==> src/rtl/lsu_pkg.sv <==
// lsu_pkg: shared definitions for the load/store unit.
// Holds the funct3 encodings, the lsu_func field positions, the FSM
// state encoding and the request legality/alignment helpers.
package lsu_pkg;

  // lsu_func = {is_store, funct3}
  localparam int FUNC_STORE_BIT = 3;
  localparam int FUNC_F3_MSB    = 2;

  // Load encodings
  localparam logic [2:0] LB  = 3'b000;
  localparam logic [2:0] LH  = 3'b001;
  localparam logic [2:0] LW  = 3'b010;
  localparam logic [2:0] LBU = 3'b100;
  localparam logic [2:0] LHU = 3'b101;
  // Store encodings
  localparam logic [2:0] SB  = 3'b000;
  localparam logic [2:0] SH  = 3'b001;
  localparam logic [2:0] SW  = 3'b010;

  typedef enum logic [1:0] {
    ST_IDLE  = 2'b00,
    ST_REQ   = 2'b01,
    ST_DONE  = 2'b10,
    ST_FAULT = 2'b11
  } lsu_state_e;

  // True when {is_store, funct3} names a supported operation.
  function automatic logic func_legal(input logic is_store, input logic [2:0] funct3);
    logic ok;
    ok = 1'b0;
    if (is_store) begin
      case (funct3)
        SB, SH, SW: ok = 1'b1;
        default:    ok = 1'b0;
      endcase
    end else begin
      case (funct3)
        LB, LH, LW, LBU, LHU: ok = 1'b1;
        default:              ok = 1'b0;
      endcase
    end
    return ok;
  endfunction

  // True when the low address bits suit the access size in funct3[1:0].
  function automatic logic ea_aligned(input logic [2:0] funct3, input logic [1:0] ea_lo);
    logic ok;
    case (funct3[1:0])
      2'b00:   ok = 1'b1;
      2'b01:   ok = (ea_lo[0] == 1'b0);
      2'b10:   ok = (ea_lo == 2'b00);
      default: ok = 1'b0;
    endcase
    return ok;
  endfunction

endpackage

==> src/rtl/lsu_lane_mux.sv <==
// lsu_lane_mux: combinational byte-lane steering.
// Ports:
//   ea_lo      - effective address bits [1:0]
//   funct3     - access size / signedness
//   wdata      - raw store data (rs2)
//   mem_rdata  - raw bus read word
//   be         - byte enables for the access
//   store_data - store data replicated across all lanes
//   load_data  - selected lane, sign- or zero-extended
module lsu_lane_mux
  import lsu_pkg::*;
(
  input  logic [1:0]  ea_lo,
  input  logic [2:0]  funct3,
  input  logic [31:0] wdata,
  input  logic [31:0] mem_rdata,
  output logic [3:0]  be,
  output logic [31:0] store_data,
  output logic [31:0] load_data
);

  logic [7:0]  byte_s;
  logic [15:0] half_s;

  // Byte enables and store-lane replication by access size.
  always_comb begin
    be         = 4'b0000;
    store_data = wdata;
    case (funct3[1:0])
      2'b00: begin
        be         = 4'b0001 << ea_lo;
        store_data = {4{wdata[7:0]}};
      end
      2'b01: begin
        be         = ea_lo[1] ? 4'b1100 : 4'b0011;
        store_data = {2{wdata[15:0]}};
      end
      2'b10: begin
        be         = 4'b1111;
        store_data = wdata;
      end
      default: begin
        be         = 4'b0000;
        store_data = wdata;
      end
    endcase
  end

  // Pick the addressed lane out of the read word and extend it.
  always_comb begin
    byte_s    = 8'h00;
    half_s    = ea_lo[1] ? mem_rdata[31:16] : mem_rdata[15:0];
    load_data = mem_rdata;
    case (ea_lo)
      2'b00:   byte_s = mem_rdata[7:0];
      2'b01:   byte_s = mem_rdata[15:8];
      2'b10:   byte_s = mem_rdata[23:16];
      2'b11:   byte_s = mem_rdata[31:24];
      default: byte_s = 8'h00;
    endcase
    case (funct3)
      LB:      load_data = {{24{byte_s[7]}}, byte_s};
      LH:      load_data = {{16{half_s[15]}}, half_s};
      LBU:     load_data = {24'h000000, byte_s};
      LHU:     load_data = {16'h0000, half_s};
      LW:      load_data = mem_rdata;
      default: load_data = mem_rdata;
    endcase
  end

endmodule

==> src/rtl/load_store_unit.sv <==
// load_store_unit: data-memory access stage.
// Computes base+offset, checks legality/alignment, runs one req/ack bus
// transfer with byte enables and returns extended load data.
// Ports:
//   clk, _reset            - clock, async active-low reset
//   start, lsu_func        - op request (sampled in IDLE) and {is_store, funct3}
//   base, offset, wdata    - rs1, immediate, rs2
//   busy, done, fault      - stall, success pulse, error pulse
//   rdata                  - last successful load result
//   mem_addr/be/wdata/we/req, mem_ack/rdata/err - data-memory bus
module load_store_unit
  import lsu_pkg::*;
#(
  parameter int TIMEOUT_CYC = 16
) (
  input  logic        clk,
  input  logic        _reset,
  input  logic        start,
  input  logic [3:0]  lsu_func,
  input  logic [31:0] base,
  input  logic [31:0] offset,
  input  logic [31:0] wdata,
  output logic        busy,
  output logic        done,
  output logic        fault,
  output logic [31:0] rdata,
  output logic [29:0] mem_addr,
  output logic [3:0]  mem_be,
  output logic [31:0] mem_wdata,
  output logic        mem_we,
  output logic        mem_req,
  input  logic        mem_ack,
  input  logic [31:0] mem_rdata,
  input  logic        mem_err
);

  // Counter value at which the REQ cycle without ack is the last allowed one.
  localparam logic [7:0] TMO_LAST = 8'(TIMEOUT_CYC - 1);

  lsu_state_e  state_r;
  lsu_state_e  state_nxt_s;
  logic [7:0]  tmo_cnt_r;
  logic [1:0]  ea_lo_r;
  logic [2:0]  funct3_r;
  logic        is_store_r;
  logic [31:0] rdata_r;
  logic [29:0] mem_addr_r;
  logic [3:0]  mem_be_r;
  logic [31:0] mem_wdata_r;
  logic        mem_we_r;
  logic        mem_req_r;

  logic [31:0] ea_s;
  logic [2:0]  funct3_s;
  logic        is_store_s;
  logic        req_ok_s;
  logic        accept_s;
  logic        ack_s;
  logic        tmo_hit_s;
  logic [1:0]  mux_ea_s;
  logic [2:0]  mux_f3_s;
  logic [3:0]  be_s;
  logic [31:0] store_data_s;
  logic [31:0] load_data_s;

  assign ea_s       = base + offset;
  assign funct3_s   = lsu_func[FUNC_F3_MSB:0];
  assign is_store_s = lsu_func[FUNC_STORE_BIT];
  assign req_ok_s   = func_legal(is_store_s, funct3_s) && ea_aligned(funct3_s, ea_s[1:0]);
  assign accept_s   = (state_r == ST_IDLE) && start;
  assign ack_s      = (state_r == ST_REQ) && mem_ack;
  assign tmo_hit_s  = (tmo_cnt_r == TMO_LAST);

  // One lane mux serves both directions: live request fields while IDLE
  // (byte enables / store data) and the captured fields during REQ (load data).
  assign mux_ea_s = (state_r == ST_IDLE) ? ea_s[1:0] : ea_lo_r;
  assign mux_f3_s = (state_r == ST_IDLE) ? funct3_s  : funct3_r;

  lsu_lane_mux u_lane_mux (
    .ea_lo      (mux_ea_s),
    .funct3     (mux_f3_s),
    .wdata      (wdata),
    .mem_rdata  (mem_rdata),
    .be         (be_s),
    .store_data (store_data_s),
    .load_data  (load_data_s)
  );

  // Next-state decision for the access FSM.
  always_comb begin
    state_nxt_s = state_r;
    case (state_r)
      ST_IDLE: begin
        if (start) begin
          state_nxt_s = req_ok_s ? ST_REQ : ST_FAULT;
        end else begin
          state_nxt_s = ST_IDLE;
        end
      end
      ST_REQ: begin
        if (ack_s) begin
          state_nxt_s = mem_err ? ST_FAULT : ST_DONE;
        end else if (tmo_hit_s) begin
          state_nxt_s = ST_FAULT;
        end else begin
          state_nxt_s = ST_REQ;
        end
      end
      ST_DONE:  state_nxt_s = ST_IDLE;
      ST_FAULT: state_nxt_s = ST_IDLE;
      default:  state_nxt_s = ST_IDLE;
    endcase
  end

  // State, bus registers, timeout counter and load result.
  always_ff @(posedge clk or negedge _reset) begin
    if (!_reset) begin
      state_r     <= ST_IDLE;
      tmo_cnt_r   <= 8'd0;
      ea_lo_r     <= 2'b00;
      funct3_r    <= 3'b000;
      is_store_r  <= 1'b0;
      rdata_r     <= 32'h0000_0000;
      mem_addr_r  <= 30'd0;
      mem_be_r    <= 4'b0000;
      mem_wdata_r <= 32'h0000_0000;
      mem_we_r    <= 1'b0;
      mem_req_r   <= 1'b0;
    end else begin
      state_r <= state_nxt_s;
      if (accept_s && req_ok_s) begin
        mem_addr_r  <= ea_s[31:2];
        mem_be_r    <= be_s;
        mem_wdata_r <= store_data_s;
        mem_we_r    <= is_store_s;
        mem_req_r   <= 1'b1;
        ea_lo_r     <= ea_s[1:0];
        funct3_r    <= funct3_s;
        is_store_r  <= is_store_s;
        tmo_cnt_r   <= 8'd0;
      end else if (state_r == ST_REQ) begin
        if (ack_s || tmo_hit_s) begin
          mem_req_r <= 1'b0;
          mem_be_r  <= 4'b0000;
          mem_we_r  <= 1'b0;
        end else begin
          tmo_cnt_r <= tmo_cnt_r + 8'd1;
        end
        if (ack_s && !mem_err && !is_store_r) begin
          rdata_r <= load_data_s;
        end else begin
          rdata_r <= rdata_r;
        end
      end else begin
        mem_req_r <= mem_req_r;
      end
    end
  end

  // busy covers the acceptance cycle combinationally so the PC stalls at once.
  assign busy      = (state_r == ST_REQ) || accept_s;
  assign done      = (state_r == ST_DONE);
  assign fault     = (state_r == ST_FAULT);
  assign rdata     = rdata_r;
  assign mem_addr  = mem_addr_r;
  assign mem_be    = mem_be_r;
  assign mem_wdata = mem_wdata_r;
  assign mem_we    = mem_we_r;
  assign mem_req   = mem_req_r;

endmodule

==> config.mk <==
export PLATFORM = sky130hd
export DESIGN_NAME = load_store_unit
export DESIGN_NICKNAME = d
export VERILOG_FILES = /design/src/rtl/lsu_pkg.sv /design/src/rtl/lsu_lane_mux.sv /design/src/rtl/load_store_unit.sv
export SDC_FILE = /design/constraint.sdc
export NUM_CORES = 1
export LEC_CHECK = 0
export ABC_AREA = 1
export BUFFER_PORTS_ARGS = -buffer_cell sky130_fd_sc_hd__buf_2
export CORE_MARGIN = 5
export CORE_UTILIZATION = 30
export DETAILED_ROUTE_END_ITERATION = 6
export PLACE_DENSITY = 0.58
export SETUP_SLACK_MARGIN = 0.2
export SKIP_CTS_REPAIR_TIMING = 1
export SYNTH_ARGS = -nofsm -noshare
export SYNTH_HDL_FRONTEND = slang
export SYNTH_SLANG_ARGS = --single-unit
export TNS_END_PERCENT = 5
==> constraint.sdc <==
create_clock -name clk -period 3.9 [get_ports clk]
set_clock_uncertainty 0.1 [all_clocks]
set_input_delay 1.17 -clock clk [delete_from_list [all_inputs] [get_ports clk]]
set_output_delay 1.17 -clock clk [all_outputs]
set_load 0.02 [all_outputs]
### Yosys cells after proc, flatten, opt, wreduce, memory -nomap -nowiden

Cells that the tools add are included.

* register bits after elaboration: 116
* input bits: 137
* output and inout port bits: 103
* logic and storage cells: 88

* add/sub/neg operators: 2
* equality and inequality tests: 19
* shifts and indexed selects: 1
* muxes and demuxes: 28
* bitwise operators: 2
* reductions and logical operators: 25

Operators with widths (number)
* one-hot mux 32 bit (4 select lines): 1
* one-hot mux 32 bit (2 select lines): 1
* adder 32 bit: 1
* one-hot mux 8 bit (4 select lines): 1
* 2-to-1 mux 8 bit: 3
* 2-to-1 mux 16 bit: 1
* 2-to-1 mux 4 bit: 4
* equality test 2 bit (second input constant): 6
* equality test 3 bit (second input constant): 4
* one-hot mux 4 bit (3 select lines): 1
* zero test 2 bit: 5
* 2-to-1 mux 2 bit: 5
* adder 8 x 1 -> 8 bit (second input constant): 1
* equality test 2 x 1 -> 1 bit (second input constant): 4
* equality test 8 x 4 -> 1 bit (second input constant): 1
* 2-to-1 mux 1 bit: 8
* equality test 3 x 1 -> 1 bit (second input constant): 2
* logical AND 1 bit: 6
* zero test 3 bit: 2
* one-hot mux 2 bit (3 select lines): 1
* OR reduction 5 bit: 1
* AND reduction 2 bit: 2
* nonzero test 2 bit: 2
* << shifter 1 x 2 -> 4 bit (first input constant): 1
* 10 further kinds: 13

### Logic depth before layout (Yosys ltp)

* depth after elaboration: 8
* mapped depth: 13
* mapped depth without buffers: 13

### Cells and area by module

A second synthesis with hierarchy kept.

* cell total of the unflattened synthesis: 1177
* area, all modules: 8166.6 um^2

By module, submodules not included
* load_store_unit: times used 1, cells each 942, area each 7013.0 um^2, seq. area each 2902.8 um^2
* lsu_lane_mux: times used 1, cells each 235, area each 1153.6 um^2, seq. area each 0.0 um^2

### Worst setup path after synthesis

Ideal clock, no wire load.

* kind: input port to flip-flop
* start: input port offset[0]
* end: register mem_wdata_r[28] (netlist: mem_wdata[28])
* library setup time: 0.088 ns
* arrival time: 2.839 ns
* data required time: 3.712 ns
* path slack: 0.873 ns
* stages on the path: 10
* buffers on the path: 1
* cell sequence: ha_1 -> fa_1 -> inv_1 -> nand3_1 -> a21oi_1 -> nand2_1 -> inv_2 -> clkbuf_1 -> nor2_1 -> a41oi_1

* word-level cells in the longest chain between the ends: 5
* elaborated cells on any way between the ends: 6
* classes of those cells: add/sub: 1; mux: 1; bitwise: 1; reduce/logical: 3

Ends and longest elaborated chain
* start: declaration: line load_store_unit.sv:21 `input logic [31:0] offset,`
* adder 32 bit: line load_store_unit.sv:66 `assign ea_s = base + offset;`
* net ea_s[1]: line load_store_unit.sv:53 `logic [31:0] ea_s;`
* zero test 2 bit: line lsu_pkg.sv:52 `2'b10: ok = (ea_lo == 2'b00);`
* one-hot mux 1 bit (3 select lines): line lsu_pkg.sv:49 `case (funct3[1:0])`
* logical AND 1 bit: line load_store_unit.sv:69 `assign req_ok_s = func_legal(is_store_s, funct3_s) && ea_aligned(funct3_s, ea_s[1:0]);`
* logical AND 1 bit: line load_store_unit.sv:131 `if (accept_s && req_ok_s) begin`
* end signal: assignment: line load_store_unit.sv:134 `mem_wdata_r <= store_data_s;`
* end: declaration: line load_store_unit.sv:49 `logic [31:0] mem_wdata_r;`

The timed path passes the listed nets, and every way through them passes these cells.
A chain may end at the register's enable or synchronous reset.

### Worst setup path after layout

* start: input port offset[0]
* end: register rdata_r[21] (netlist: rdata[21])

* word-level cells in the longest chain between the ends: 7
* elaborated cells on any way between the ends: 16
* classes of those cells: add/sub: 1; eq/ne: 3; mux: 5; bitwise: 2; reduce/logical: 5

Ends and longest elaborated chain
* adder 32 bit *: line load_store_unit.sv:66
* net ea_s[1]: line load_store_unit.sv:53
* parallel branches: the longest is 6 deep, another holds one-hot mux 32 bit (4 select lines)
* end signal: assignment: line load_store_unit.sv:150 `rdata_r <= load_data_s;`
* end signal: assignment: line load_store_unit.sv:152 `rdata_r <= rdata_r;`
* end: declaration: line load_store_unit.sv:46 `logic [31:0] rdata_r;`

Mark *: on every way through the listed nets, which the timed path passes.

==> impl_results.md <==
- Outcome: complete, no violations
- M2 GR Usage: 29.4%
- ANT cells: 0
- Worst reg2reg setup slack: 1500 ps
- Final setup violating endpoints: 0
- Avg Synthesized Cell Area: 6.65 um2
- Via-per-instance ratio: between 4 and 5
- Number of remaining DRC errors: 0
- Starting density of the core: between 30 and 40%
- First-pass GRT wire length: 42700 um
- Startpoint Class: primary input
- Share of post-route cells with drive strength above 1: 22.5%
- Core region area: 26100 um2
- Worst R2R Path Depth: 12
- Post-Synth XOR/XNOR Area: 1.64%
- Sequential area share after synthesis: 36.3%
- MaxCap Viol Count: 0
- First-pass DRT Iterations: 5
- Gpl congestion: 0.915
- Largest family of logic cells by synthesized area: simple AND/OR/NAND/NOR gates
- #FFs+latches synth: 116
- Met3 Use GR: under 10%
- Vias after detailed routing: 8227
- Worst EP arrival: 3270 ps
- Number of global-route vias before repair: ~7.9k
- H-tree levels: 4
- Worst Path Buf+Inv: 4
- Hold Path End: mem_addr[19]$_DFFE_PN0P_
- Post-DR wirelength/cell: approximately 15 um
- Starting DRT DRC Count: between 500 and 600
- Worst Setup Path Type: primary input to flip-flop
- Crit-path max FO: 24
- CTS buffer count: 17
- DP HPWL: 20900 um
- Area growth, synth to finish: 26.8%
- Worst hold path stage count: 2
- Synthesis Warnings: 0
- Maximum clock rate: 0.326 GHz
- Share of total power in combinational logic: roughly 50%
- Fill cells: 2828
- Compound-Gate Fraction of Synth Area: 11.8%
- Final ANT Viol Nets: 0
- Sequence of cells on the critical path: buf_2 -> ha_1 -> fa_1 -> inv_1 -> nand2_1 -> nand2_2 -> o21ai_0 -> nand3_1 -> nand3_2 -> buf_4 -> nand3_1 -> nand2_1 -> inv_1
- Critical path's top delay family: adder cells
- Max stage delay on crit path: 530 ps
- Number of top-level pins: between 200 and 250
- Final Hold Vio Count: 0
- RSZ-0062 raised after global routing: no
- Leakage: about 5.7 nW
- Root buf cell: clkbuf_16
- Port Buffers: 239
- Post-Synth Adder-Cell Area: 5.26%
- Pwr Density: 741 nW/um2
- Clock Pin Slew Worst Setup and Hold Paths: roughly 60 ps
- Sink Count: 116
- CTS tree: done
- HP Start: mem_addr[19]$_DFFE_PN0P_
- Fin crit period: 3070 ps
- Final Core Density: 38.8%
- Syn Nets: 1371
- Reg2reg end: rdata[21]$_DFFE_PN0P_
- Worst-Skew Late Latency: 410 ps
- Cell internal pwr: 0.00401 W
- Largest net degree at the start of global routing: 73
- Clock tree buffer depth: 2
- Clock share of power: 21.6%
- Slowest-stage cell, CP: fa_1
- Slew headroom: 57.8%
- CP Capture Type: flip-flop
- Seq pwr share: 28.6%
- Most used routing layer: met2
- Mapped Area: 7990 um2
- Final max-slew violation count: 0
- Total GRT Usage: roughly 17%
- Met1 Use GR: between 20% and 30%
- Critical Path RT: 4110 ps
- Sw frac: a little under half
- Switch Pwr: between 0.003 and 0.004 W
- Maximum VDD drop: between 0.3 and 0.4 mV
- Simple-Gate Fraction of Synth Area: 34.4%
- Antenna violations before repair: 0
- Slew @ Worst Pin: 633 ps
- Final nets: 1603
- Grt ovf: 0
- Multiplexer area fraction after synthesis: 0%
- Die area: 30000 um2
- Detailed Route WL: 26500 um
- Setup tns final: 0 ps
- Die width: 173 um
- Fin crit share: 78.6%
- Die height: between 150 and 200 um
- Row Count: 59
- Worst R2R Start: state_r[1]$_DFF_PN0_
- Hold Crit Class: flip-flop to flip-flop
- Instance count of the mapped netlist: roughly 1.2k
- Yosys cell types: 37
==> registers in the layout (all words and copies together), names as in the netlist <==
register,cells
ea_lo_r,2
funct3_r,3
is_store_r,1
mem_addr,30
mem_be,4
mem_req,1
mem_wdata,32
mem_we,1
rdata,32
state_r,2
tmo_cnt_r,8
==> stage by stage <==
| stage | hold slack [ps] | std cells | total power [W] | setup WS [ps] | area, um2 |
|---|---|---|---|---|---|
| final | 372 | 1781 | 0.00751 | 835 | 10100 |
| after global routing | 400 | 1781 | 0.00810 | 653 | 10100 |
| after CTS | 378 | 1781 | 0.00760 | 846 | 10100 |
| after detailed placement | 362 | 1749 | 0.00595 | 435 | 9530 |
| after global placement | 349 | 1749 | 0.00590 | 450 | 9530 |
| after floorplan | 353 | 1201 | 0.00466 | 873 | 7990 |
==> Yosys cell counts (all sizes together) <==
| library cell | instances | area [um2] |
|---|---|---|
| nand3 | 73 | 370 |
| nor4 | 1 | 21.3 |
| a21boi | 1 | 7.51 |
| dfrtp | 116 | 2900 |
| a21oi | 72 | 360 |
| nand2 | 452 | 1720 |
| nand4 | 8 | 50.1 |
| o31ai | 1 | 7.51 |
| nor3 | 11 | 55.1 |
| a21o | 1 | 7.51 |
| a2bb2oi | 7 | 61.3 |
| a41oi | 3 | 26.3 |
| inv | 171 | 644 |
| nand3b | 3 | 22.5 |
| or2 | 21 | 131 |
| a31oi | 21 | 131 |
| nor2 | 87 | 357 |
| ha | 32 | 400 |
| o21ai | 56 | 295 |
| buf | 21 | 135 |
| o211ai | 5 | 37.5 |
| xnor2 | 12 | 105 |
| and2 | 4 | 25.0 |
| o21bai | 1 | 7.51 |
| fa | 1 | 20.0 |
| xor2 | 3 | 26.3 |
| clkbuf | 17 | 63.8 |
==> routing by layer <==
metal / up-vias / part of all wire, %
met5: - / 0
met1: 3684 / 45
met3: 25 / 5.7
met2: 256 / 48
met4: 0 / 1.5
li1: 4262 / -
==> cells in the final DEF (no fill, tap or decap), types with 4 or more instances in the layout <==
cell type	synthesis	layout
and2_1	4	4
nand3_1	72	72
or2_2	21	21
a2bb2oi_1	7	7
dfrtp_1	116	116
buf_2	15	238
o21ai_0	48	48
o21ai_1	4	4
xnor2_1	12	12
inv_1	167	167
a31oi_1	21	21
o211ai_1	5	5
clkinv_4	0	4
a21oi_1	72	72
o21ai_2	4	4
nor2_4	4	4
nand4_1	8	8
clkbuf_16	0	17
nand2_1	446	445
nor3_1	11	11
ha_1	32	32
nor2_1	83	83
buf_4	2	11
nand2_2	5	6
==> power by group through the flow <==
stage          Sequential, W  Clock (W)  Combinational [W]
6_report             0.00215    0.00162            0.00375
5_1_grt              0.00222    0.00172            0.00417
4_1_cts              0.00215    0.00166            0.00379
3_5_place_dp         0.00216          0            0.00379
3_3_place_gp         0.00216          0            0.00374
2_1_floorplan        0.00272          0            0.00194
==> worst min-delay path: stages (launching register included) <==
cell,delay [ps]
dfrtp_1,340
nand2_1,50
nand2_1,50
==> worst max-delay path by stage <==
stage / cells after the start / slack [ps] / startpoint / endpoint
3_3_place_gp: 12 / 450 / offset[0] / rdata[0]$_DFFE_PN0P_
2_1_floorplan: 10 / 870 / offset[0] / mem_wdata[28]$_DFFE_PN0P_
6_report: 13 / 830 / offset[0] / rdata[21]$_DFFE_PN0P_
5_1_grt: 12 / 650 / offset[0] / rdata[0]$_DFFE_PN0P_
4_1_cts: 6 / 850 / start / busy
3_5_place_dp: 12 / 440 / offset[0] / rdata[0]$_DFFE_PN0P_
==> final cells by class <==
type | instances | area, um2 | share of cell area [%]
Clock buffer | 17 | 425 | 4.20
Clock inverter | 15 | 181 | 1.79
Inverter | 171 | 644 | 6.36
Multi-Input combinational cell | 876 | 4250 | 41.9
Sequential cell | 116 | 2900 | 28.6
Tap cell | 335 | 419 | 4.14
Timing Repair Buffer | 251 | 1310 | 13.0
==> logic make-up after synthesis <==
logic type | after synthesis
AOI/OAI and AO/OA | 168
xor gates and xnor gates | 15
DFF | 116
buffers and inverters | 209
and+or+nand+nor | 660
adders and majority gates | 33
No activity file was read; power rests on OpenSTA's default activity.
